[config.mk]
export PLATFORM = sky130hd
export DESIGN_NAME = bcd_down_counter2
export DESIGN_NICKNAME = d
export VERILOG_FILES = /design/src/rtl/bcd_down_counter2_pkg.sv /design/src/rtl/bcd_down_digit.sv /design/src/rtl/bcd_down_counter2.sv
export SDC_FILE = /design/constraint.sdc
export NUM_CORES = 1
export LEC_CHECK = 0
export BUFFER_PORTS_ARGS = -buffer_cell sky130_fd_sc_hd__buf_4
export CORE_AREA = 10 10 47 49
export DETAILED_ROUTE_END_ITERATION = 16
export DIE_AREA = 0 0 57 59
export GPL_ROUTABILITY_DRIVEN = 1
export GPL_TIMING_DRIVEN = 0
export PLACE_DENSITY_LB_ADDON = 0.12
export SKIP_CTS_REPAIR_TIMING = 1
export SLEW_MARGIN = 20
export SYNTH_ARGS = -nofsm -noshare
export SYNTH_HDL_FRONTEND = slang
export SYNTH_HIERARCHICAL = 1
export SYNTH_SLANG_ARGS = --single-unit
[constraint.sdc]
create_clock -name CLK -period 4.2 [get_ports CLK]
set_input_delay 0.63 -clock CLK [delete_from_list [all_inputs] [get_ports CLK]]
set_output_delay 0.63 -clock CLK [all_outputs]
set_load 0.01 [all_outputs]
[src/rtl/bcd_down_counter2_pkg.sv]
// Shared definitions for the two-digit BCD down-counter: digit type,
// BCD limits and the clamp / decrement helpers used by each digit cell.
// Pure definitions, no logic or state.
package bcd_down_counter2_pkg;

    localparam logic [3:0] BCD_MAX  = 4'd9;
    localparam logic [3:0] BCD_ZERO = 4'd0;

    typedef logic [3:0] bcd_digit_t;

    // Limit a load value to the largest legal BCD digit.
    function automatic bcd_digit_t bcd_clamp(input bcd_digit_t in);
        return (in > BCD_MAX) ? BCD_MAX : in;
    endfunction

    // One-step down-count of a digit. Zero wraps to nine. A non-BCD value
    // (10-15) simply steps down in binary until it re-enters the legal range.
    function automatic bcd_digit_t bcd_dec(input bcd_digit_t d);
        return (d == BCD_ZERO) ? BCD_MAX : bcd_digit_t'(d - 4'd1);
    endfunction

endpackage

[src/rtl/bcd_down_digit.sv]
// Single BCD down-count digit cell with load, clear and borrow-out.
// Latency: digit updates one cycle after Clear/Load/count; borrow/zero_d are combinational.
// Backpressure: none; count is a plain enable, borrow is asserted whenever this digit underflows.
module bcd_down_digit
    import bcd_down_counter2_pkg::*;
#(
    parameter bit CLAMP_LOAD = 1'b1
) (
    input  logic       CLK,
    input  logic       Clear,
    input  logic [3:0] Din,
    input  logic       Load,
    input  logic       count,
    output logic [3:0] DO,
    output logic       borrow,
    output logic       zero_d
);

    bcd_digit_t digit_q;
    bcd_digit_t digit_d;
    bcd_digit_t load_val;

    // Load value, optionally forced into the legal BCD range.
    always_comb begin
        load_val = CLAMP_LOAD ? bcd_clamp(Din) : Din;
    end

    // Next digit: Load beats count; a count from zero wraps to nine.
    always_comb begin
        digit_d = digit_q;
        if (Load) begin
            digit_d = load_val;
        end else if (count) begin
            digit_d = bcd_dec(digit_q);
        end
    end

    // Digit register; Clear forces zero regardless of Load/count.
    always_ff @(posedge CLK) begin
        if (Clear) begin
            digit_q <= BCD_ZERO;
        end else begin
            digit_q <= digit_d;
        end
    end

    // Borrow only when this cycle really decrements through zero, so a
    // Load or Clear in the same cycle never leaks a spurious borrow.
    always_comb begin
        zero_d = (digit_q == BCD_ZERO);
        borrow = count & ~Load & ~Clear & zero_d;
    end

    assign DO = digit_q;

endmodule

[src/rtl/bcd_down_counter2.sv]
// Two-digit BCD down-counter (A = ones, B = tens) built from chained digit cells.
// Latency: AO/BO one cycle after Clear/Load/count; zero and borrowOut are combinational on the registered digits.
// Backpressure: none; borrowOut cascades to further digits and repeats every counted cycle at 00 when holding.
module bcd_down_counter2
    import bcd_down_counter2_pkg::*;
#(
    parameter bit WRAP       = 1'b1,
    parameter bit CLAMP_LOAD = 1'b1
) (
    input  logic       CLK,
    input  logic       Clear,
    input  logic [3:0] Ain,
    input  logic [3:0] Bin,
    input  logic       Load,
    input  logic       count,
    output logic [3:0] AO,
    output logic [3:0] BO,
    output logic       borrowOut,
    output logic       zero
);

    logic zero_a;
    logic zero_b;
    logic borrow_a;
    logic borrow_b;
    logic count_eff;

    // Without wrap, 00 is terminal: stop feeding count into the cells so the
    // digits hold, while borrowOut below still reports the attempted count.
    always_comb begin
        count_eff = count;
        if (!WRAP && zero_a && zero_b) begin
            count_eff = 1'b0;
        end
    end

    bcd_down_digit #(
        .CLAMP_LOAD (CLAMP_LOAD)
    ) u_digit_a (
        .CLK    (CLK),
        .Clear  (Clear),
        .Din    (Ain),
        .Load   (Load),
        .count  (count_eff),
        .DO     (AO),
        .borrow (borrow_a),
        .zero_d (zero_a)
    );

    // Tens digit steps only on a ones-digit underflow.
    bcd_down_digit #(
        .CLAMP_LOAD (CLAMP_LOAD)
    ) u_digit_b (
        .CLK    (CLK),
        .Clear  (Clear),
        .Din    (Bin),
        .Load   (Load),
        .count  (borrow_a),
        .DO     (BO),
        .borrow (borrow_b),
        .zero_d (zero_b)
    );

    // Cascade borrow is taken from the raw count so it stays asserted at a
    // held 00; the tens-cell borrow alone would be masked by the hold gating.
    always_comb begin
        zero      = zero_a & zero_b;
        borrowOut = count & ~Load & ~Clear & zero;
    end

    // The tens-cell borrow matches borrowOut whenever the counter wraps; it is
    // not needed as an output because borrowOut covers both wrap modes.
    logic unused_borrow_b;
    assign unused_borrow_b = borrow_b;

endmodule
==> flow_summary.ini <==
[drt]
firstDrtPassIters = 4
ant_nets = 0
vias = 502
drcViolationCount = 0
viasPerCell = 5.23
wl_mm = 1.36
wl_per_cell_um = 14.1
drtIter0Drc = 10

[timing]
setup_viol = 0
maxSlewViolCount = 0
max_freq_mhz = 481
maxSlewHeadroom_pct = 72.8
tns_ns = 0
hold_violations = 0
fin_crit_sh_pct = 49.5
worst_slew_pin_slew_ns = 0.408
fin_skew_ns = 0.000611
fin_crit_ns = 2.08
rsz0062_at_grt = false

[cells_and_area]
most-common-layout-cells = buf_4 (21), dfxtp_1 (8), a21oi_1 (6), nand2_1 (6), nor2_1 (5)
syn_to_final_growth_pct = 41.1
nets = 94
layout-drive-gt1-share_pct = 37.5
fill_cells = 153
antenna_cells = 0
fin_area_um2 = 687
final_common_cell = buf_4

[clock_network]
clkSinkCount = 8
clkTransAtPathRegs_ns = 0.06
cts_buffers = 3
cts_root_buf = clkbuf_4
cts_max_level = 1
tritoncts = done
clockBufferDepth = 2
worstSkewPairLatency_ns = 0.25

[placement]
place_area_um2 = 664
dp_hpwl_mm = 1.07
port_buffers = 21
gp_congestion = 0.719

[flow_run]
cap_violations = 0

[floorplanning]
boundaryPins = 22
die_w_um = 57
rows = 14
dieArea_mm2 = 0.00336
start_util_pct = 34.7
coreArea_mm2 = 0.00140
die_y_um = 59

[logic_synthesis]
synth_cells = 56
synth_area_um2 = 487
yosysWarnings = 6
syn_nets = 68
postSynthAreaPerCell_um2 = 8.69

[hold_path]
hold_path.class = reg2reg
holdPathStages = 2
hold_path.startpoint = u_digit_b/DO[3]$_SDFFE_PP0P_
min_to = u_digit_b/DO[2]$_SDFFE_PP0P_

[global_routing]
overflow = 0
grt_max_degree = 11
grt_pass1_vias = 486
grt_antenna_before_repair = 0
gr-usage-all-layers_pct = 8.03
grt_pass1_wl_mm = 2.15

[pwr]
power_mw = 0.205
p_sw_mw = 0.0607
sw_frac_of_total_pct = 29.6
p_int_mw = 0.144
powerDensity_mw_per_mm2 = 299
combPwrFrac_pct = 26.0
power_frac_clock_pct = 29.6
vdd_drop_max_v = 0.000122
power_frac_seq_pct = 44.4
power.static_leakage_nw = 0.295

[worst_setup_path]
crit_chain = buf_4 > or3b_1 > nor4b_2 > nor4b_2 > nand2_1 > a311oi_1
critPathKind = in2reg
arrival_ns = 2.24
r2r_slack_ns = 2.20
crit-reg2reg-launch = u_digit_a/DO[1]$_SDFFE_PP0P_
max_stage_delay_ns = 0.43
r2r_end = u_digit_b/DO[2]$_SDFFE_PP0P_
path_common_cell = nor4b_2
crit_required_ns = 4.37
slowest_stage = nor4b_2
crit_path_end_kind = flip-flop
critical_path.startpoint_type = input pin
ff2ff_path_depth = 5
critPathMaxFanout = 5
path_buf_inv = 1
critical_path.top_delay_family = simple AND/OR/NAND/NOR gates

[run_status]
status = finished, final reports clean
-- flip-flops by register name, indices dropped and copies added, names as in the netlist --
register	flops
u_digit_b/DO	4
u_digit_a/DO	4
-- routing by layer --
metal	vias to the layer above	track usage, %	share of wire [%]
met4	0	7.05	2.0
met5	-	0	0
met3	2	2.36	5.4
li1	258	-	-
met1	226	9.96	49
met2	16	10.9	44
-- worst max path at each step --
stage          start                           end  slack [ns]  cells past startpoint
2_1_floorplan  count  u_digit_b/DO[2]$_SDFFE_PP0P_        2.14                      5
3_3_place_gp   count  u_digit_b/DO[2]$_SDFFE_PP0P_        1.87                      6
3_5_place_dp   count  u_digit_b/DO[2]$_SDFFE_PP0P_        1.88                      6
4_1_cts        count  u_digit_b/DO[2]$_SDFFE_PP0P_        2.13                      6
5_1_grt        count  u_digit_b/DO[2]$_SDFFE_PP0P_        1.95                      6
6_report       count  u_digit_b/DO[2]$_SDFFE_PP0P_        2.12                      6
-- per-stage QoR --
stage	std cells	utilization [%]	hold slack (ns)	worst slack, ns
floorplan	56	-	0.539	2.14
global placement	93	47.4	0.537	1.87
detailed placement	93	47.4	0.536	1.88
CTS	96	49.0	0.547	2.13
global route	96	49.0	0.585	1.95
finish	96	49.0	0.550	2.12
-- cell type report --
cell class	instances	area [um2]	area share [%]
multi-input cells	44	312	45.4
flip-flops and latches	8	160	23.3
repair buffers	21	158	23.0
clock buffers	3	22.5	3.28
well taps	16	20.0	2.91
inverters	4	15.0	2.19
-- worst reg2reg max path, stage by stage, from the launching register on --
cell	delay, ns
dfxtp_1	0.36
or3b_1	0.43
nor4b_2	0.43
nor4b_2	0.35
nand2_1	0.09
a311oi_1	0.24
-- power groups by stage --
stage | registers, mW | clock network (mW) | logic [mW]
floorplan | 0.0940 | 0 | 0.0247
global route | 0.0927 | 0.0669 | 0.0585
finish | 0.0911 | 0.0608 | 0.0533
detailed placement | 0.0926 | 0 | 0.0537
CTS | 0.0909 | 0.0644 | 0.0540
global placement | 0.0926 | 0 | 0.0534
(Power assumes the default switching activity.)
